### src/rtl/max_collector.sv
// Collects the maximum signed score from the last PE of a systolic chain,
// tracking the row/column where it first appeared, with a valid/ready result handshake.
module max_collector #(
  parameter int V_BIT   = 16,
  parameter int CNT_BIT = 16
) (
  input  logic               clk,
  input  logic               rst,
  input  logic               enable,
  input  logic               lock,
  input  logic               start,
  input  logic [CNT_BIT-1:0] total,
  input  logic [V_BIT-1:0]   vIn,
  input  logic               newLineIn,
  output logic               busy,
  output logic               result_valid,
  input  logic               result_ready,
  output logic [V_BIT-1:0]   best,
  output logic [CNT_BIT-1:0] best_row,
  output logic [CNT_BIT-1:0] best_col
);

  typedef enum logic [1:0] {
    IDLE = 2'd0,
    RUN  = 2'd1,
    DONE = 2'd2
  } state_t;

  state_t             state_q, state_d;
  logic [CNT_BIT-1:0] total_q, total_d;
  logic [CNT_BIT-1:0] sampleCnt_q, sampleCnt_d;
  logic [CNT_BIT-1:0] row_q, row_d;
  logic [CNT_BIT-1:0] col_q, col_d;
  logic [V_BIT-1:0]   best_q, best_d;
  logic [CNT_BIT-1:0] bestRow_q, bestRow_d;
  logic [CNT_BIT-1:0] bestCol_q, bestCol_d;

  logic               sample;
  logic [CNT_BIT-1:0] posRow;
  logic [CNT_BIT-1:0] posCol;
  logic [CNT_BIT-1:0] cntInc;

  // Position of the cell arriving this cycle; the first newLine of a run stays on row 0.
  always_comb begin
    posRow = row_q;
    posCol = col_q + CNT_BIT'(1);
    if (newLineIn) begin
      posRow = (sampleCnt_q == '0) ? '0 : row_q + CNT_BIT'(1);
      posCol = '0;
    end
  end

  assign sample = (state_q == RUN) && enable && !lock;
  assign cntInc = sampleCnt_q + CNT_BIT'(1);

  always_comb begin
    state_d     = state_q;
    total_d     = total_q;
    sampleCnt_d = sampleCnt_q;
    row_d       = row_q;
    col_d       = col_q;
    best_d      = best_q;
    bestRow_d   = bestRow_q;
    bestCol_d   = bestCol_q;

    case (state_q)
      IDLE: begin
        if (start) begin
          total_d     = total;
          sampleCnt_d = '0;
          row_d       = '0;
          col_d       = '0;
          best_d      = '0;
          bestRow_d   = '0;
          bestCol_d   = '0;
          state_d     = (total == '0) ? DONE : RUN;
        end
      end
      RUN: begin
        if (sample) begin
          row_d       = posRow;
          col_d       = posCol;
          sampleCnt_d = cntInc;
          // Strict compare: ties keep the earliest position.
          if ($signed(vIn) > $signed(best_q)) begin
            best_d    = vIn;
            bestRow_d = posRow;
            bestCol_d = posCol;
          end
          if (cntInc == total_q) begin
            state_d = DONE;
          end
        end
      end
      DONE: begin
        if (result_ready) begin
          state_d = IDLE;
        end
      end
      default: state_d = IDLE;
    endcase
  end

  always_ff @(posedge clk) begin
    if (!rst) begin
      state_q     <= IDLE;
      total_q     <= '0;
      sampleCnt_q <= '0;
      row_q       <= '0;
      col_q       <= '0;
      best_q      <= '0;
      bestRow_q   <= '0;
      bestCol_q   <= '0;
    end else begin
      state_q     <= state_d;
      total_q     <= total_d;
      sampleCnt_q <= sampleCnt_d;
      row_q       <= row_d;
      col_q       <= col_d;
      best_q      <= best_d;
      bestRow_q   <= bestRow_d;
      bestCol_q   <= bestCol_d;
    end
  end

  assign busy         = (state_q == RUN);
  assign result_valid = (state_q == DONE);
  assign best         = best_q;
  assign best_row     = bestRow_q;
  assign best_col     = bestCol_q;

endmodule

### config.mk
export PLATFORM = sky130hd
export DESIGN_NAME = max_collector
export DESIGN_NICKNAME = d
export VERILOG_FILES = /design/src/rtl/max_collector.sv
export SDC_FILE = /design/constraint.sdc
export NUM_CORES = 1
export LEC_CHECK = 0
export CAP_MARGIN = 5
export CORE_MARGIN = 2
export CORE_UTILIZATION = 59
export CTS_CLUSTER_SIZE = 24
export DETAILED_ROUTE_END_ITERATION = 10
export PLACE_DENSITY = 0.85
export SYNTH_ARGS = -nofsm -noshare
export SYNTH_HDL_FRONTEND = slang
export SYNTH_SLANG_ARGS = --single-unit
### constraint.sdc
create_clock -name clk -period 7.5 [get_ports clk]
set_clock_uncertainty 0.2 [all_clocks]
set_input_delay 1.125 -clock clk [delete_from_list [all_inputs] [get_ports clk]]
set_output_delay 1.125 -clock clk [all_outputs]
set_load 0.1 [all_outputs]
==> results by stage, run 1 <==
Worst setup path:
- In this run the critical register-to-register path is captured at best[10].
- The required time of the critical path is 7.74 ns.
- For flop-to-flop paths, the worst setup slack is 3.90 ns.
- The number of cells on the worst reg-to-reg path is 8.
- The critical path starts at enable.
- Along the worst path, the maximum fanout reaches 28.
- The data arrival time at the worst-slack endpoint is 4.30 ns.
- The critical path is of the input pin to register type.
- The type of origin of the critical path is an input pin.
- The startpoint identified for the worst register-to-register timing path is state_q[0].
- The kind of end point of the critical path is a register.

Worst hold path:
- Along the worst hold path, the cell count comes to 2.
- The worst hold path terminates at best_row[8].
- The class of the tightest hold or removal check is register to register.
- The worst min-delay path startpoint is best_row[8].

STA:
- The setup slack after layout is 3.44 ns.
- The final critical delay including setup and external delays is 4.06 ns.
- The actual transition at the worst max-transition pin is 1.07 ns.
- The final critical path takes up 54.1% of the cycle.
- The number of max-slew violations in the final report is 0.
- The final-report hold violation count came to 0.
- Setup violations remaining at the end of the flow were counted as 0.
- Setup repair after global routing left no endpoint under its margin.
- The relative slew slack is 28.7%.
- The setup TNS is 0 ns.
- For this run, the top clock speed supported by timing is 246 MHz.

Cells and area:
- The fraction of final layout cells with drive strength greater than 1 is 5.90%.
- The net count of the finished layout is 928.
- The library cells used most frequently in the layout, excluding fill and tap cells, are 175 x sky130_fd_sc_hd__nand2_1, 114 x sky130_fd_sc_hd__dfxtp_1, 88 x sky130_fd_sc_hd__clkdlybuf4s50_1, 71 x sky130_fd_sc_hd__a21oi_1, 48 x sky130_fd_sc_hd__mux2i_1.
- Counting the fill cells in the layout gives 731.
- The diode insertion count for antenna repair is 0.
- From synthesis to final layout, the design area changed by 24.9%.
- Leaving out fill and tap cells, the most frequent cell in the layout is sky130_fd_sc_hd__nand2_1.
- Cells fill 75.7% of the core in the end.

Yosys:
- The share of the Yosys chip area taken by registers is 36.5%.
- The average instance in the mapped netlist occupies 7.77 um^2.
- For this run, the number of Yosys warnings is 0.
- In this run, distinct cell masters in the synthesized netlist total 60.
- In this run, synthesis inferred 0 flip-flops with an integrated enable.
- The total standard cell area after synthesis is 6260 um^2.
- The predominant post-synthesis flop cell is sky130_fd_sc_hd__dfxtp_1.
- The proportion of register bits with asynchronous set or reset after synthesis is 0%.
- The synthesized design contains 114 register bits.
- When the netlist entered floorplanning its net count stood at 864.
- Sorting the synthesized cells by area gives the leading types as sky130_fd_sc_hd__dfxtp_1 36%, sky130_fd_sc_hd__nand2_1 10%, sky130_fd_sc_hd__mux2i_1 7.7%, sky130_fd_sc_hd__a21oi_1 5.7%, sky130_fd_sc_hd__xnor2_1 4.3%.
- The largest area contributor in the synthesized netlist is sky130_fd_sc_hd__dfxtp_1.
- The area share of the largest cell type after synthesis is 36.5%.
- The synthesized netlist cell count is 805.

Global route:
- The maximum number of pins on one net before global-route repair is 47.
- Global routing used 29.7% of the available tracks.
- The initial antenna violation count is 0.
- The wire length of the first global-routing pass is 27300 um.
- After global routing the overflow that remains totals 0.
- The number of global-route vias before repair is 5796.

Status:
- The run finished, with violations left.
- The checks that failed: design-rule violations.

Die:
- The core area is 10300 um^2.
- The vertical die dimension is 107 um.
- The floorplan step set the die width to 107 um.
- The die outline area is 11400 um^2.
- The top-level I/O count is 89.
- The floorplan has 37 rows.
- Once the floorplan was initialized, standard cells occupied 60.6% of the core.

Clock tree:
- Clock-pin slew was measured on the worst setup and hold paths at 0.06 ns.
- The clock tree buffer depth is 2.
- TritonCTS built the clock tree.
- The count of hold-fix buffers inserted at cts is 0.
- For this design, the sink count on the clock tree is 114.
- TritonCTS created 17 clock buffers.
- The latest clock arrival within the worst-skew pair is 0.52 ns.
- Once the clock tree was built, the setup fixing pass inserted 0 buffers.
- The maximum level of the CTS H-tree is 4.
- In this run the clock root is driven by a sky130_fd_sc_hd__clkbuf_8.
- The number of gates resized after CTS is 0.

Power:
- The worst-case IR drop observed on VDD is 0.118 mV.
- For this design the ratio of total power to cell area is 218 nW/um^2.
- Total power for the finished layout comes to 1.70 mW.
- The total leakage power is 2.69 nW.

Routing:
- Across all layers, the routed design uses 6146 vias.
- The count of nets left with antenna violations once routing finished came out at 0.
- In this run, the number of DRC markers left after iteration 0 of detailed routing was 540.
- The overall routed net length is 16600 um.
- The number of remaining DRC errors is 1.
- The first-pass detailed-route iteration total is 8.
- In the routed layout, each cell is associated on average with a via count of 6.04.
- The average wire per cell in the routed design is 16.3 um.

Placement:
- Timing analysis after detailed placement gives a worst setup slack of 3.03 ns.
- During placement, the flow inserted port buffers numbering 88.
- The final estimated routing congestion in global placement is 0.967.
- The half-perimeter wire length after placement is 11100 um.

Run:
- Max-cap violations in this run came to 0.
==> metrics by stage <==
| step | cells | hold slack, ns | cell area, um^2 |
|---|---|---|---|
| after floorplan | 805 | 0.248 | 6260 |
| after global placement | 986 | 0.242 | 7170 |
| after detailed placement | 986 | 0.249 | 7170 |
| after CTS | 1018 | 0.263 | 7810 |
| after global routing | 1018 | 0.278 | 7820 |
| final | 1018 | 0.261 | 7820 |
==> final cells by class <==
class	instances	area [um^2]	share of cell area, %
inverters	26	97.6	1.25
flip-flops and latches	114	2280	29.2
clock buffers	23	467	5.97
well taps	136	170	2.18
clock inverters	9	176	2.26
repair buffers	96	941	12.0
multi-input cells	614	3680	47.1
==> power by group <==
part | internal, mW | switching, mW | leakage [nW]
Combinational | 0.0699 | 0.130 | 1.46
Clock | 0.599 | 0.279 | 0.312
Sequential | 0.616 | 0.00954 | 0.921
Total | 1.29 | 0.418 | 2.69
==> state kept, by name (all words and copies together), names as in the netlist <==
signal / flops
row_q: 16
sampleCnt_q: 16
state_q: 2
best: 16
best_col: 16
col_q: 16
best_row: 16
total_q: 16
==> Yosys cell counts, types with 4 or more instances <==
cell type	count
sky130_fd_sc_hd__nor2b_1	7
sky130_fd_sc_hd__and4_1	4
sky130_fd_sc_hd__inv_1	26
sky130_fd_sc_hd__nand3_1	31
sky130_fd_sc_hd__clkbuf_1	37
sky130_fd_sc_hd__and3_1	9
sky130_fd_sc_hd__mux2i_1	48
sky130_fd_sc_hd__nand4_1	15
sky130_fd_sc_hd__and2_1	6
sky130_fd_sc_hd__buf_2	10
sky130_fd_sc_hd__a22oi_1	4
sky130_fd_sc_hd__nor2_1	43
sky130_fd_sc_hd__a21oi_1	71
sky130_fd_sc_hd__xor2_1	14
sky130_fd_sc_hd__nor3_1	22
sky130_fd_sc_hd__nor4_1	13
sky130_fd_sc_hd__dfxtp_1	114
sky130_fd_sc_hd__o21ai_0	33
sky130_fd_sc_hd__xnor2_1	31
sky130_fd_sc_hd__nand3b_1	4
sky130_fd_sc_hd__nand2_1	175
sky130_fd_sc_hd__or3_1	13
sky130_fd_sc_hd__ha_1	20
==> routing by layer <==
metal  vias up  routed length [um]  GRT usage (%)
met5         -                   0              0
met4         0                 387           13.8
met3        46                1220           7.11
met2       292                8070           49.6
met1      2867                6950           36.0
li1       2941                   -              -
==> cells by family after synthesis <==
kind of cell | count (synthesis) | synth area share (%)
simple gates | 360 | 27.0
compound gates | 141 | 13.6
flops | 114 | 36.5
buf+inv | 77 | 5.00
mux | 48 | 7.68
xor+xnor | 45 | 6.30
fa+ha+maj | 20 | 4.00
==> worst max-delay path, cell delays in order <==
cell and delay (ns):
sky130_fd_sc_hd__clkdlybuf4s50_1 0.45, sky130_fd_sc_hd__nor2b_1 0.26, sky130_fd_sc_hd__nand2_1 0.34, sky130_fd_sc_hd__nand2_1 0.90
sky130_fd_sc_hd__o41ai_1 0.29, sky130_fd_sc_hd__nor3_2 0.25, sky130_fd_sc_hd__buf_4 0.41, sky130_fd_sc_hd__mux2i_1 0.25
==> worst max-delay path by stage <==
stage                    to  slack (ns)  cells past startpoint
3_5_place_dp   best_col[10]        3.03                      8
5_1_grt         best_row[2]        3.24                      8
3_3_place_gp    best_col[2]        3.23                      8
6_report           best[10]        3.44                      8
2_1_floorplan   best_col[1]        4.08                      9
4_1_cts        best_col[10]        3.51                      8
Note: power is estimated with default switching activity, not from simulation.
==> run 2, diff against run 1 <==
CORE_UTILIZATION = 55   (was 59)
PLACE_DENSITY = 0.8   (was 0.85)
clock period = 4 ns   (was 7.5 ns; I/O delays follow)
==> run 2 against run 1 <==
  * The flow now finishes without violations
  * Clock-buffer cell count unchanged
  * Global-route usage down 2.7 points
  * Combinational power up 92%
  * Utilization down 4.0 points
  * Hold slack worse by 0.0019 ns
  * Largest power group unchanged
==> results by stage, run 2 (synthesized netlist as in run 1, its figures left out) <==
Worst hold path:
- The worst min-delay path startpoint is best_col[8].
- The count of cells along the worst hold path is 2.
- The hold-critical path endpoint is best_col[8].
- The class of the tightest hold or removal check is register to register.

Clock tree:
- The number of clock buffers added by TritonCTS is 17.
- For this design, the sink count on the clock tree is 114.
- The count of hold-fix buffers inserted at cts is 0.
- The clock-pin slew reported for the worst setup and hold paths after clock tree synthesis is 0.05 ns.
- The number of gates resized after CTS was 0.
- TritonCTS built the clock tree.
- The clock root buffer is sky130_fd_sc_hd__clkbuf_16.
- The clock tree buffer depth is 2.
- The latest clock arrival within the worst-skew pair is 0.42 ns.
- The total setup buffers inserted after CTS is 0.
- The maximum level of the CTS H-tree is 4.

Routing:
- Once detail routing completed, the nets flagged for antenna violations numbered 0.
- In this run, the number of DRC markers left after iteration 0 of detailed routing was 459.
- For this block, the routed nets add up to 16800 um of wire.
- For this run, the detailed router's first-pass iteration total came to 5.
- The number of remaining DRC errors is 0.
- The average wire per cell in the routed design is 16.3 um.
- The number of vias per cell is 5.87.
- Detailed routing inserted a total of 6038 vias.

STA:
- The setup TNS is 0 ns.
- The final critical delay including setup and external delays is 3.20 ns.
- The maximum clock frequency is 312 MHz.
- Setup repair after global routing left no endpoint under its margin.
- The actual transition at the worst max-transition pin is 1.04 ns.
- After layout, the worst path uses 80.1% of the clock period.
- Setup violations remaining at the end of the flow were counted as 0.
- The final-report hold violation count was 0.
- The number of max-slew violations in the final report is 0.
- The relative slew slack is 30.4%.

Placement:
- Routability-driven placement finished with a final weighted congestion of 0.901.
- The number of I/O port buffers is 88.
- Detailed placement ended at an HPWL of 11300 um.

Cells and area:
- The net count of the finished layout is 935.
- The multi-input gate area in the final layout is 3680 um^2.
- The most frequent standard cell in the layout excluding fill and tap cells is sky130_fd_sc_hd__nand2_1.
- The share of the core filled with cells is 71.7%.
- The number of antenna diodes in the final layout is 0.
- The layout has 872 filler cells.
- Compared with the post-synthesis result, the final layout area differs by 25.7%.
- Of the cells placed in the final design, the portion with a size suffix greater than 1 is 6.52%.
- In the layout the commonest cells are 175 x sky130_fd_sc_hd__nand2_1, 114 x sky130_fd_sc_hd__dfxtp_1, 88 x sky130_fd_sc_hd__clkdlybuf4s50_1, 71 x sky130_fd_sc_hd__a21oi_1, 48 x sky130_fd_sc_hd__mux2i_1.
- In the final layout, flip-flops and latches occupy 2280 um^2.

Worst setup path:
- Traced cell by cell, the critical path runs through nand2_1, inv_1, clkdlybuf4s50_1.
- The slack of the worst reg-to-reg path is 0.87 ns.
- The data arrival time at the worst-slack endpoint is 2.40 ns.
- The kind of cell adding the most delay to the critical path is buffers and inverters.
- In this run the critical register-to-register path is captured at state_q[0].
- The worst setup path is of the register to primary output kind.
- The required time of the critical path is 3.20 ns.
- Counting both buffers and inverters, the worst setup path holds a total of 2.
- On the worst path, the slowest cell contributes a delay of 1.18 ns.
- For the worst flop-to-flop path, the logic depth is 7.
- The worst flop-to-flop path startpoint is sampleCnt_q[0].
- The top fanout value on the critical path is 7.
- In this run the number of cells on the critical path is 3.
- The type of origin of the critical path is a register.
- STA classifies the critical path endpoint as a primary output.
- For this design, the slowest cell found on the critical path is sky130_fd_sc_hd__clkdlybuf4s50_1.

Power:
- VDD sags by at most 0.217 mV.
- The total leakage power is 2.72 nW.
- The sequential share of power is 36.8%.
- Power spread over the standard cell area amounts to 405 nW/um^2.
- For this design the total switching power over the nets is 805 uW.
- The design internal power is 2.38 mW.
- The clock network accounts for 51.2% of the total power.
- The switching fraction of total power is 25.2%.
- Combinational cells account for 12.1% of the total power.

Die:
- The die covers 12200 um^2.
- For this configuration, the core starts out at a cell density of 57.0%.
- The initialized floorplan defines 38 standard-cell rows.
- The top-level I/O count is 89.
- In this run the horizontal extent of the chip is 111 um.
- The core region is 11000 um^2.
- Measured along the y axis, the die boundary spans 111 um.

Global route:
- The wire length of the first global-routing pass is 27600 um.
- The initial antenna violation count is 0.
- The total congestion overflow is 0.
- The number of global-route vias before repair came to 5801.
- Entering global routing, the biggest net connects 47 pins.
- The total track usage is 26.9%.

Status:
- The run finished with clean final reports.

Run:
- The tool flagged a number of max-cap violations equal to 0.
## run 2: cell count changes in the layout (fill, tap and decap cells not counted), sizes merged
cell / previous run / this run
buf: 8 / 15
bufinv: 5 / 4
clkinvlp: 1 / 3
clkinv: 3 / 2
## run 2: through the flow
step / worst slack, ns / instances / hold slack [ns] / total power [mW] / cell area, um^2
after global placement: 0.751 / 997 / 0.242 / 1.57 / 7240
after floorplan: 0.615 / 805 / 0.248 / 1.45 / 6260
after global routing: 0.624 / 1029 / 0.275 / 3.27 / 7870
after CTS: 0.783 / 1029 / 0.260 / 3.20 / 7870
final: 0.797 / 1029 / 0.259 / 3.19 / 7870
after detailed placement: 0.603 / 997 / 0.248 / 1.58 / 7240
## run 2: cell type report
cell class	instances	area share, %
clock buffers	23	6.07
inverters	26	1.24
repair buffers	103	12.8
well taps	140	2.23
flip-flops and latches	114	29.0
clock inverters	9	1.94
multi-input cells	614	46.7
## run 2: worst min-delay path, delay by kind of cell, from the launching register on
family | cells | cell delay (ns)
and+or+nand+nor | 1 | 0.05
muxes | 1 | 0.05
DFF | 1 | 0.30
## run 2: worst max-delay path by stage
stage | start | end | slack, ns
5_1_grt | sampleCnt_q[0] | state_q[0] | 0.62
3_3_place_gp | vIn[14] | best_col[0] | 0.75
6_report | state_q[0] | busy | 0.80
2_1_floorplan | best[14] | best_col[1] | 0.61
4_1_cts | state_q[0] | busy | 0.78
3_5_place_dp | vIn[13] | best[7] | 0.60
## run 2: metal layers
layer  vias to the layer above  track usage, %  share of wire, %
met2                       230            45.6                50
met5                         -               0                 0
met3                        34            5.63               6.3
met4                         0            11.2               2.4
li1                       2951               -                 -
met1                      2823            33.3                42
## run 2: power by group through the flow
stage	Clock, mW	Sequential [mW]	Combinational [mW]
after floorplan	0	1.23	0.214
after global placement	0	1.20	0.371
after detailed placement	0	1.20	0.380
after CTS	1.64	1.17	0.383
after global routing	1.68	1.18	0.412
final	1.63	1.17	0.384
==> run 3, diff against run 2 <==
clock period = 3.1 ns   (was 4 ns; I/O delays follow)
==> run 3 against run 2 <==
  * Sequential share of layout area increased by 0.29 points
  * Final area decreased by 0.27%
  * Register-to-register slack got worse by 0.63 ns
  * Critical path type is now register to register
  * Critical endpoint is now state_q[0]
  * Largest cell class unchanged
==> results by stage, run 3 (synthesized netlist as in run 1, its figures left out) <==
Cells and area:
- The net count of the finished layout is 949.
- In the layout the commonest cells are 175 x sky130_fd_sc_hd__nand2_1, 101 x sky130_fd_sc_hd__dfxtp_1, 77 x sky130_fd_sc_hd__buf_4, 71 x sky130_fd_sc_hd__a21oi_1, 48 x sky130_fd_sc_hd__mux2i_1.
- The fraction of final layout cells with drive strength greater than 1 is 15.2%.
- In the final layout, the multi-input gates occupy 3680 um^2.
- The count of filler cells inserted in the layout is 879.
- The most frequent standard cell in the layout excluding fill and tap cells is sky130_fd_sc_hd__nand2_1.
- The area growth from synthesis to layout is 25.4%.
- Across the whole layout, storage elements account for 2300 um^2.
- The number of antenna diodes in the final layout is 0.
- The share of the core filled with cells is 71.5%.

Routing:
- Summed over all layers, the routed wires come to 16500 um.
- The average wire per cell in the routed design is 15.8 um.
- The number of remaining DRC errors is 0.
- The number of DRC markers in iteration 0 is 517.
- The first-pass detailed-route iteration total is 5.
- The antenna violation net count after detailed routing is 0.
- The final route contains 6121 vias.
- After detailed routing, the number of vias per cell comes to 5.87.

STA:
- The number of max-slew violations in the final report is 0.
- Setup violations remaining at the end of the flow were counted as 0.
- In the finished design, the share of the clock period the worst path needs comes to 92.4%.
- For the pin with the worst max-slew slack, the measured transition is 1.00 ns.
- The worst hold slack is 0.258 ns.
- The smallest clock period supported by the final layout is computed as 2.86 ns.
- The maximum clock frequency is 349 MHz.
- Setup repair after global routing left no endpoint under its margin.
- The final-report hold violation count came to 0.
- Headroom to the max-slew limit came out at 33.2%.
- For the final routed database, the setup TNS stands at 0 ns.

Die:
- The floorplan step defined a die boundary enclosing 12200 um^2.
- The top-level I/O count is 89.
- The starting utilization of the core area is 57.0%.
- The vertical die dimension is 111 um.
- The die span in x is 111 um.
- The number of rows created at floorplan is 38.
- The floorplan step defined a core boundary enclosing 11000 um^2.

Worst hold path:
- The worst hold path begins at best_row[11].
- The path class of the tightest hold or removal check is register to register.
- The hold-critical path endpoint is best_row[11].
- The count of cells along the worst hold path is 2.

Clock tree:
- The clock tree buffer depth is 2.
- The total setup buffers inserted after CTS is 0.
- Clock tree synthesis selected as its root buffer the cell sky130_fd_sc_hd__clkbuf_16.
- The total clock buffers created by CTS is 17.
- The clock tree synthesis step divided the H-tree into 4 levels.
- For the worst-skew pair, the clock arrives at the later sink with an insertion delay of 0.43 ns.
- TritonCTS built the clock tree.
- The clock-pin slew reported for the worst setup and hold paths after clock tree synthesis is 0.05 ns.
- In this run, post-CTS hold repair placed 0 buffers.
- The number of gates resized after CTS is 0.
- The number of clock sinks is 114.

Worst setup path:
- Measured in cells, the most critical reg-to-reg path has a length of 7.
- The worst register-to-register path ends at state_q[0].
- The top fanout value on the critical path is 8.
- At the worst endpoint, the required time is 3.22 ns.
- The critical path goes through ha_1, nand4_1, nor4_1, xnor2_1, o311ai_0, or4_4, a32o_1.
- The critical path startpoint is sampleCnt_q[1].
- The worst setup path is launched from a register.
- The type of the worst setup path is register to register.
- The kind of end point of the critical path is a register.
- The setup check on the worst reg-to-reg path leaves a slack of 0.24 ns.
- Data on the critical path arrives at its endpoint at 2.98 ns.
- The worst flop-to-flop path startpoint is sampleCnt_q[1].
- The highest-delay cell along the critical path is sky130_fd_sc_hd__or4_4.
- For this run, the slowest stage of the critical path takes 0.56 ns.

Power:
- The analysis attributes to cell leakage a power of 2.89 nW.
- The switching fraction of total power is 26.0%.
- The worst ir drop on vdd is 0.379 mV.
- The net load switching power is 1.04 mW.
- Per report_power, the clock group accounts for 49.5% of the total.
- The sequential share of power is 37.8%.
- Combinational cells account for 12.7% of the total power.
- For this design the ratio of total power to cell area is 510 nW/um^2.
- The design internal power is 2.96 mW.

Global route:
- Global routing consumed, over all layers together, 27.0% of the routing resources.
- For this run the aggregate overflow at the end of global routing stands at 0.
- The first global-routing pass estimated 27600 um of wire.
- Entering global routing, the biggest net connects 47 pins.
- The number of global-route vias before repair is 5848.
- The initial antenna violation count came to 0.

Placement:
- The final estimated routing congestion in global placement is 0.956.
- The half-perimeter wire length after placement is 11500 um.
- The number of I/O port buffers is 88.

Run:
- The total of max-cap violations is 0.

Status:
- The run finished with clean final reports.
run 3: cell count changes in the layout (fill, tap and decap cells not counted), sizes merged:
cell and delta:
clkinv +2, clkdlybuf4s50 -50, buf +64, bufinv -2
run 3: worst max-delay path: cells and delay by family (launching register included):
| kind | cells | cell delay, ns |
|---|---|---|
| flops | 1 | 0.49 |
| compound gates | 2 | 0.38 |
| simple gates | 3 | 1.15 |
| xor+xnor | 1 | 0.19 |
| fa+ha+maj | 1 | 0.33 |
run 3: final cells by class:
| cell class | count | share of cell area [%] |
|---|---|---|
| repair buffers | 117 | 12.7 |
| inverters | 26 | 1.24 |
| flip-flops and latches | 114 | 29.3 |
| well taps | 140 | 2.23 |
| clock inverters | 9 | 1.31 |
| multi-input cells | 614 | 46.9 |
| clock buffers | 23 | 6.34 |
run 3: power by group through the flow:
stage               logic (mW)  registers, mW  clock network (mW)
floorplan                0.276           1.59                   0
global placement         0.494           1.54                   0
detailed placement       0.505           1.54                   0
CTS                      0.507           1.51                1.99
global route             0.548           1.52                2.05
finish                   0.509           1.51                1.98
run 3: through the flow:
step                      area, um^2  instances  total power [mW]  setup WS (ns)
after detailed placement        7250       1011              2.05        -0.0752
after global routing            7850       1043              4.12          0.114
after floorplan                 6270        805              1.87        0.00794
after CTS                       7850       1043              4.01          0.308
after global placement          7250       1011              2.04         0.0204
final                           7850       1043              4.00          0.235
run 3: layer usage:
layer	routed length, um	up-vias	global-route usage (%)
met5	0	-	0
met4	366	0	13.3
met3	1080	37	6.40
met2	8000	238	44.4
met1	7070	2866	33.1
li1	-	2980	-
run 3: worst max path at each step:
stage,endpoint,slack [ns],cells after the start
2_1_floorplan,best[15],0.008,10
3_3_place_gp,best[2],0.02,9
3_5_place_dp,best_row[2],-0.08,10
4_1_cts,state_q[0],0.31,7
5_1_grt,state_q[0],0.11,7
6_report,state_q[0],0.24,7
